**config.mk**
```make
export PLATFORM = sky130hd
export DESIGN_NAME = alarm_controller
export DESIGN_NICKNAME = d
export VERILOG_FILES = /design/src/rtl/alarm_controller.sv
export SDC_FILE = /design/constraint.sdc
export NUM_CORES = 1
export LEC_CHECK = 0
export CAP_MARGIN = 20
export CORE_UTILIZATION = 45
export DETAILED_ROUTE_END_ITERATION = 10
export HOLD_SLACK_MARGIN = 0.12
export PLACE_DENSITY = 0.75
export SYNTH_ARGS = -nofsm -noshare
export SYNTH_HDL_FRONTEND = slang
export SYNTH_SLANG_ARGS = --single-unit
```
**constraint.sdc**
```tcl
create_clock -name clk -period 2.4 [get_ports clk]
set_clock_uncertainty 0.05 [all_clocks]
set_input_delay 0.36 -clock clk [delete_from_list [all_inputs] [get_ports clk]]
set_output_delay 0.36 -clock clk [all_outputs]
set_load 0.01 [all_outputs]
```
**src/rtl/alarm_controller.sv**
```systemverilog
// alarm_controller
//   Alarm logic that sits downstream of the 12-hour BCD timekeeper. It holds a
//   programmable alarm time and runs a disarmed/armed/ringing/snoozed state
//   machine. It advances on the same one-second `ena` tick as the timekeeper.
//   All time values are packed BCD (tens in [7:4], units in [3:0]).
//
// Parameters
//   RING_SECS    ena ticks the alarm rings before it stops by itself
//   SNOOZE_SECS  ena ticks spent snoozing before ringing again
//   MAX_SNOOZE   snoozes allowed per alarm event (1..3)
//
// Ports
//   clk, reset          clock; synchronous active-high reset
//   ena                 one-second tick
//   pm, hh, mm, ss      current time from the timekeeper
//   set_valid/set_ready alarm-time write handshake; set_pm/set_hh/set_mm carry the data
//   arm, disarm,        single-cycle user requests
//   snooze, dismiss
//   armed               high in ARMED, RINGING and SNOOZED
//   alarm_on            high in RINGING only
//   snooze_cnt          snoozes used in the current event
//   set_err             one-cycle pulse on a rejected write
//
// Build option
//   ALARM_BCD_CHECK_EN  when defined, a write is stored only if set_hh is
//                       01..12 and set_mm is 00..59 in BCD. Otherwise the write
//                       completes its handshake, is discarded, and set_err pulses.
//                       When undefined, every write is stored and set_err is 0.

module alarm_controller #(
  parameter int RING_SECS   = 60,
  parameter int SNOOZE_SECS = 300,
  parameter int MAX_SNOOZE  = 3
) (
  input  logic       clk,
  input  logic       reset,
  input  logic       ena,
  input  logic       pm,
  input  logic [7:0] hh,
  input  logic [7:0] mm,
  input  logic [7:0] ss,
  input  logic       set_valid,
  output logic       set_ready,
  input  logic       set_pm,
  input  logic [7:0] set_hh,
  input  logic [7:0] set_mm,
  input  logic       arm,
  input  logic       disarm,
  input  logic       snooze,
  input  logic       dismiss,
  output logic       armed,
  output logic       alarm_on,
  output logic [1:0] snooze_cnt,
  output logic       set_err
);

  localparam int RW = $clog2(RING_SECS) + 1;
  localparam int SW = $clog2(SNOOZE_SECS) + 1;

  localparam logic [RW-1:0] RING_LOAD    = RW'(RING_SECS);
  localparam logic [SW-1:0] SNOOZE_LOAD  = SW'(SNOOZE_SECS);
  localparam logic [RW-1:0] RING_ONE     = RW'(1);
  localparam logic [SW-1:0] SNOOZE_ONE   = SW'(1);
  localparam logic [1:0]    SNOOZE_LIMIT = 2'(MAX_SNOOZE);

  typedef enum logic [1:0] {
    IDLE,
    ARMED,
    RINGING,
    SNOOZED
  } state_t;

  state_t        state;
  logic          al_pm;
  logic [7:0]    al_hh;
  logic [7:0]    al_mm;
  logic [RW-1:0] ring_t;
  logic [SW-1:0] snz_t;
  logic [1:0]    snz_cnt;

  logic xfer;
  logic match;
  logic write_ok;

  // Writes are only taken while no alarm event is in progress.
  assign set_ready = ~reset & ((state == IDLE) | (state == ARMED));
  assign xfer      = set_valid & set_ready;

  // ss == 00 together with ena makes this fire once per alarm minute.
  assign match = (state == ARMED) & ena & (pm == al_pm) & (hh == al_hh) &
                 (mm == al_mm) & (ss == 8'h00);

  assign armed      = (state != IDLE);
  assign alarm_on   = (state == RINGING);
  assign snooze_cnt = snz_cnt;

`ifdef ALARM_BCD_CHECK_EN
  logic hh_ok;
  logic mm_ok;
  logic err_q;

  always_comb begin
    hh_ok = 1'b0;
    mm_ok = 1'b0;
    if (set_hh[7:4] == 4'd0)
      hh_ok = (set_hh[3:0] >= 4'd1) && (set_hh[3:0] <= 4'd9);
    else if (set_hh[7:4] == 4'd1)
      hh_ok = (set_hh[3:0] <= 4'd2);
    mm_ok = (set_mm[7:4] <= 4'd5) && (set_mm[3:0] <= 4'd9);
  end

  assign write_ok = hh_ok & mm_ok;

  always_ff @(posedge clk) begin
    if (reset) err_q <= 1'b0;
    else       err_q <= xfer & ~write_ok;
  end

  assign set_err = err_q;
`else
  assign write_ok = 1'b1;
  assign set_err  = 1'b0;
`endif

  // Alarm time registers; a transfer never affects the state machine.
  always_ff @(posedge clk) begin
    if (reset) begin
      al_pm <= 1'b0;
      al_hh <= 8'h12;
      al_mm <= 8'h00;
    end else if (xfer && write_ok) begin
      al_pm <= set_pm;
      al_hh <= set_hh;
      al_mm <= set_mm;
    end
  end

  // Priority: disarm > dismiss > snooze > timer expiry / match > arm.
  always_ff @(posedge clk) begin
    if (reset) begin
      state   <= IDLE;
      ring_t  <= '0;
      snz_t   <= '0;
      snz_cnt <= '0;
    end else if (disarm) begin
      state   <= IDLE;
      ring_t  <= '0;
      snz_t   <= '0;
      snz_cnt <= '0;
    end else begin
      case (state)
        IDLE: begin
          if (arm) state <= ARMED;
        end

        ARMED: begin
          if (match) begin
            state   <= RINGING;
            ring_t  <= RING_LOAD;
            snz_cnt <= '0;
          end
        end

        RINGING: begin
          if (dismiss) begin
            state   <= ARMED;
            ring_t  <= '0;
            snz_t   <= '0;
            snz_cnt <= '0;
          end else if (snooze && (snz_cnt < SNOOZE_LIMIT)) begin
            state   <= SNOOZED;
            snz_cnt <= snz_cnt + 2'd1;
            snz_t   <= SNOOZE_LOAD;
            ring_t  <= '0;
          end else if (ena) begin
            // A snooze beyond the limit falls through to here: ringing goes on.
            if (ring_t == RING_ONE) begin
              state   <= ARMED;
              ring_t  <= '0;
              snz_cnt <= '0;
            end else begin
              ring_t <= ring_t - RING_ONE;
            end
          end
        end

        SNOOZED: begin
          if (dismiss) begin
            state   <= ARMED;
            ring_t  <= '0;
            snz_t   <= '0;
            snz_cnt <= '0;
          end else if (ena) begin
            if (snz_t == SNOOZE_ONE) begin
              state  <= RINGING;
              ring_t <= RING_LOAD;
              snz_t  <= '0;
            end else begin
              snz_t <= snz_t - SNOOZE_ONE;
            end
          end
        end

        default: state <= IDLE;
      endcase
    end
  end

endmodule

```
* Yosys cells after proc, flatten, opt, wreduce, memory -nomap -nowiden
Cells that the tools add are included.
** Word-level totals
- Bits in latches :: 0
- Output and inout bits :: 6
- Bits in read-only memories :: 0
- Register bits after elaboration :: 38
- Memories :: 0
- RAM bits :: 0
- Input port bits :: 50
** Operators by class
- $mul :: 0
- Reduce and logical (&&, ||, !) cells :: 11
- Order comparisons :: 1
- Bitwise gates (word level) :: 9
- Divide/modulo/power cells :: 0
- Shift operators :: 0
- Equality and inequality tests :: 16
- Muxes and demuxes :: 32
- Add/sub/neg operators :: 3
** Operator list (number)
- 7-bit 2-to-1 mux :: 8
- 10-bit 2-to-1 mux :: 5
- 2-bit 2-to-1 mux :: 15
- 7-bit one-hot mux with 3 select lines :: 1
- 10-bit one-hot mux with 2 select lines :: 1
- 8-bit equality test :: 2
- 10-bit by 1-bit equality test with 1-bit output (second input constant) :: 1
- 5-bit AND reduction :: 2
- 10-bit by 1-bit subtractor with 10-bit output (second input constant) :: 1
- 8-bit zero test :: 1
- 2-bit one-hot mux with 4 select lines :: 1
- 1-bit bitwise AND :: 7
- 7-bit by 1-bit equality test with 1-bit output (second input constant) :: 1
- 7-bit by 1-bit subtractor with 7-bit output (second input constant) :: 1
- 2-bit inequality test (second input constant) :: 3
- 3-bit inequality test (second input constant) :: 2
- 2-bit one-hot mux with 3 select lines :: 1
- 6-bit AND reduction :: 1
- 2-bit equality test (second input constant) :: 2
- 4-bit by 2-bit inequality test with 1-bit output (second input constant) :: 1
- 4-bit by 3-bit inequality test with 1-bit output (second input constant) :: 1
- 2-bit nonzero test :: 2
- 3-bit by 2-bit inequality test with 1-bit output (second input constant) :: 1
- 3-bit AND reduction :: 1
- 10 further kinds :: 10

* Depth between registers and ports, before layout
- Depth after elaboration :: 8
- Mapped depth :: 9
- Mapped depth without buffers :: 8

* Worst setup path after synthesis
OpenSTA, ideal clock, no wires.
- Path kind :: input port to flip-flop
- Start point :: in ss[1]
- End point :: reg ring_t[5]
- Buffers on the path :: 1
- Slack :: 0.445 ns
- Stages :: 7
- Data required time :: 2.233 ns
- Arrival time :: 1.787 ns
- Path through :: or4b_4 nor3_2 a31oi_1 nor3_2 buf_6 o21ai_2 a32o_1
** Between the ends
- Cells in the longest elaborated chain, start to end :: 4
** Ends and longest elaborated chain
- start: declaration :: line 41 : input logic [7:0] ss,
- 8-bit zero test :: line 91 : (mm == al_mm) & (ss == 8'h00);
- 1-bit bitwise AND :: line 91
- 2-bit inequality test (no line)
- 5-bit AND reduction (no line)
- end signal: assignment :: line 182 : ring_t <= ring_t - RING_ONE;
- end: declaration :: line 77 : logic [RW-1:0] ring_t;
Every way passes these cells.
A chain may end at the register's enable or synchronous reset.

* Worst setup path in the final report
- Start point :: reg snz_t[1]
- End point :: reg ring_t[3]
** Between the ends
- Cells in the longest elaborated chain, start to end :: 3
** Ends and longest elaborated chain
- start: declaration :: line 78 : logic [SW-1:0] snz_t;
- start signal: assignment :: line 199 : snz_t <= snz_t - SNOOZE_ONE;
- 10-bit by 1-bit equality test with 1-bit output :: line 194 : if (snz_t == SNOOZE_ONE) begin
- 3-bit inequality test (no line)
- 5-bit AND reduction (no line)
Every way passes these cells.

==> impl_metrics.py <==
metrics = {
    "cells_and_area": {
        "n_fill_cell": 379,
        "layout.cell_area.non_filler_sq_um": 2873,
        "layout-drive-gt1-share_pct": 9.422,
        "layout_commonest_cell": "clkdlybuf4s50_1",
        "num_antenna_cells": 0,
        "layout.nets": 384,
        "layout.core_utilization_pct": 64.21,
        "layout-area-overhead-vs-synth_pct": 33.02,
        "post_route_non_filler_standard_cell_count": 381,
        "leading_cell_types_in_the_layout_fill_and_taps_excluded": "54 x clkdlybuf4s50_1, 38 x dfxtp_1, 29 x nor2_1",
    },
    "place": {
        "io_buffers": 54,
        "globalplace.congestion": 0.8354,
        "place_inst": 374,
        "post_dp_cell_area_sq_um": 2796,
        "detailed_place_hpwl_mm": 3.634,
    },
    "clocking": {
        "number_of_levels_in_the_clock_h_tree": 2,
        "tritoncts.num_buffers": 5,
        "cts_tree": "yes",
        "cts_clk_pin_slew_worst_paths_ps": 70,
        "post_cts.repair.setup_buffers": 0,
        "latest_clock_arrival_within_the_worst_skew_pair_ps": 290,
        "post_cts_resized": 0,
        "ctsRootBufferMaster": "clkbuf_8",
        "numClockSinks": 38,
        "maximum_clock_insertion_buffer_count": 2,
        "hold_buffers": 0,
    },
    "synth": {
        "synthesis.area_per_instance_sq_um": 8.028,
        "synth.net_count": 324,
        "synth_ff_type": "dfxtp_1",
        "synth-seq-area-share_pct": 35.23,
        "postSynthCellCount": 269,
        "netlist-cell-type-count": 48,
        "synth_async_sr_flop_share_pct": 0,
        "ys_ff_latch": 38,
        "synth_area_sq_um": 2160,
        "synth-edff-count": 0,
        "ys_warn_count": 0,
    },
    "pwr": {
        "p_per_area_nw_per_um2": 476.4,
        "highest_ir_drop_seen_on_vdd_v": 0.0002682,
        "p_leak_nw": 1.112,
    },
    "timing": {
        "rsz0062_at_grt": "false",
        "timing.final.hold_violations": 0,
        "final_max_slew_viol_count": 0,
        "setup_viol": 0,
        "max_freq_mhz": 454.5,
        "setup-tns-final_ps": 0,
        "final.min_clock_period_ps": 2200,
        "final_min_period_over_clock_period_pct": 91.67,
        "worst_hold_check_slack_ps": 429.3,
    },
    "critical_path": {
        "worstSetupStartpointType": "register",
        "worst-endpoint-required_ps": 2540,
        "crit_path_max_incr_delay_ps": 380,
        "worstSetupEndpointType": "register",
        "critPathMaxFanout": 11,
        "ff2ff_setup_slack_ps": 200,
        "timing.critical_path.arrival_ps": 2340,
        "crit_type": "reg -> reg",
        "critPathSlowestCell": "nor4b_1",
        "crit_chain": "inv_1 > ha_1 > nor4b_1 > and4_1 > o211ai_2 > nor3_2 > buf_4 > o21ai_0 > a32o_1",
    },
    "hold_path": {
        "worst_hold_path_type": "reg -> reg",
    },
    "global_routing": {
        "first_pass_grt_wire_length_mm": 8.418,
        "grt_use_total_pct": 21.19,
        "pin_count_of_the_biggest_net_entering_global_routing": 35,
        "grt_antenna_before_repair": 0,
        "grt_remaining_overflow": 0,
        "number_of_global_route_vias_before_repair": 1847,
    },
    "floorplan": {
        "core-area_sq_um": 4474,
        "dieArea_sq_um": 5080,
        "initial_core_util_pct": 48.27,
        "height_of_the_die_um": 71.28,
        "std_cell_rows": 24,
        "io-pin-count": 56,
        "die_x_um": 71.28,
    },
    "routing": {
        "drt_first_iter_violations": 135,
        "detailroute.via_count": 2002,
        "ant_nets": 0,
        "detail_route.vias_per_cell": 5.255,
        "post-route-drc-count": 0,
        "length_of_the_first_detailed_routing_pass_in_iterations": 4,
        "wl_per_cell_um": 12.65,
        "drt_wl_total_mm": 4.821,
    },
    "run_status": {
        "status": "finished clean",
    },
    "job": {
        "timing.max_cap.violations": 0,
    },
}
-- logic make-up after synthesis --
| group | count (synthesis) | share of synthesized area (%) |
|---|---|---|
| multiplexers | 3 | 1.391 |
| buffers and inverters | 21 | 4.287 |
| other | 1 | 0.1736 |
| flip-flops | 38 | 35.23 |
| XOR/XNOR | 22 | 8.922 |
| AND/OR/NAND/NOR | 118 | 29.37 |
| adder cells (fa/ha/maj) | 5 | 2.897 |
| AO/OA/AOI/OAI | 61 | 17.73 |
-- flip-flops by register name (all words and copies together) (netlist names) --
name / cells
al_mm: 8
al_hh: 8
al_pm: 1
snz_t: 10
snooze_cnt: 2
state: 2
ring_t: 7
-- cell usage after synthesis (all sizes together) (2+ instances only) --
master | instances | area, sq um
a21boi | 2 | 15.01
a21oi | 9 | 45.04
a31o | 2 | 17.52
a31oi | 4 | 25.02
a32o | 4 | 40.04
buf | 4 | 28.78
clkbuf | 10 | 37.54
dfxtp | 38 | 760.7
ha | 5 | 62.56
inv | 7 | 26.27
mux2i | 3 | 30.03
nand2 | 26 | 97.59
nand2b | 18 | 112.6
nand3 | 4 | 20.02
nor2 | 29 | 108.9
nor2b | 4 | 25.02
nor3 | 13 | 80.08
nor4 | 11 | 90.08
nor4b | 2 | 17.52
o211ai | 3 | 27.52
o21a | 2 | 15.01
o21ai | 30 | 153.9
o21bai | 2 | 15.01
or2 | 3 | 18.77
or3 | 2 | 12.51
xnor2 | 5 | 43.79
xor2 | 17 | 148.9
-- where the power goes --
group	switching [mW]	leakage [nW]	total, mW	internal, mW
registers	0.0240	0.310	0.684	0.660
logic	0.115	0.763	0.270	0.155
clock network	0.215	0.0383	0.415	0.200
-- layer usage --
layer  track usage [%]  vias to the layer above  wire length (um)
met1             27.39                      889              2291
met5                 0                        -                 0
li1                  -                     1053                 -
met2             33.23                       58              2206
met4             7.556                        0                29
met3             6.892                        2               293
-- per-stage QoR --
step	power, mW	worst slack (ps)
after floorplan	0.8365	445.4
after global placement	0.9633	-83.86
after detailed placement	0.9670	-105.4
after CTS	1.382	208.4
after global routing	1.447	44.29
final	1.368	200.0
-- cell type report --
class | count | area, sq um | share of cell area [%]
clock buffer | 7 | 76.32 | 2.657
inverter | 7 | 26.28 | 0.9146
multi-input combinational | 210 | 1306 | 45.47
sequential | 38 | 760.7 | 26.48
tap | 52 | 65.06 | 2.265
timing repair buffer | 67 | 638.1 | 22.21
-- worst max-delay path, delay by kind of cell, from the launching register on --
kind,cells,cell delay [ps]
AO/OA/AOI/OAI,3,430
buffers and inverters,2,310
adder cells (fa/ha/maj),1,170
flip-flops,1,340
AND/OR/NAND/NOR,3,800
-- worst paths after layout --
path / from / cells past startpoint / to
min: snz_t[8] / 2 / snz_t[8]
min reg2reg: snz_t[8] / 2 / snz_t[8]
max: snz_t[1] / 9 / ring_t[3]
max reg2reg: snz_t[1] / 9 / ring_t[3]
Note: power is estimated with default switching activity, not from simulation.
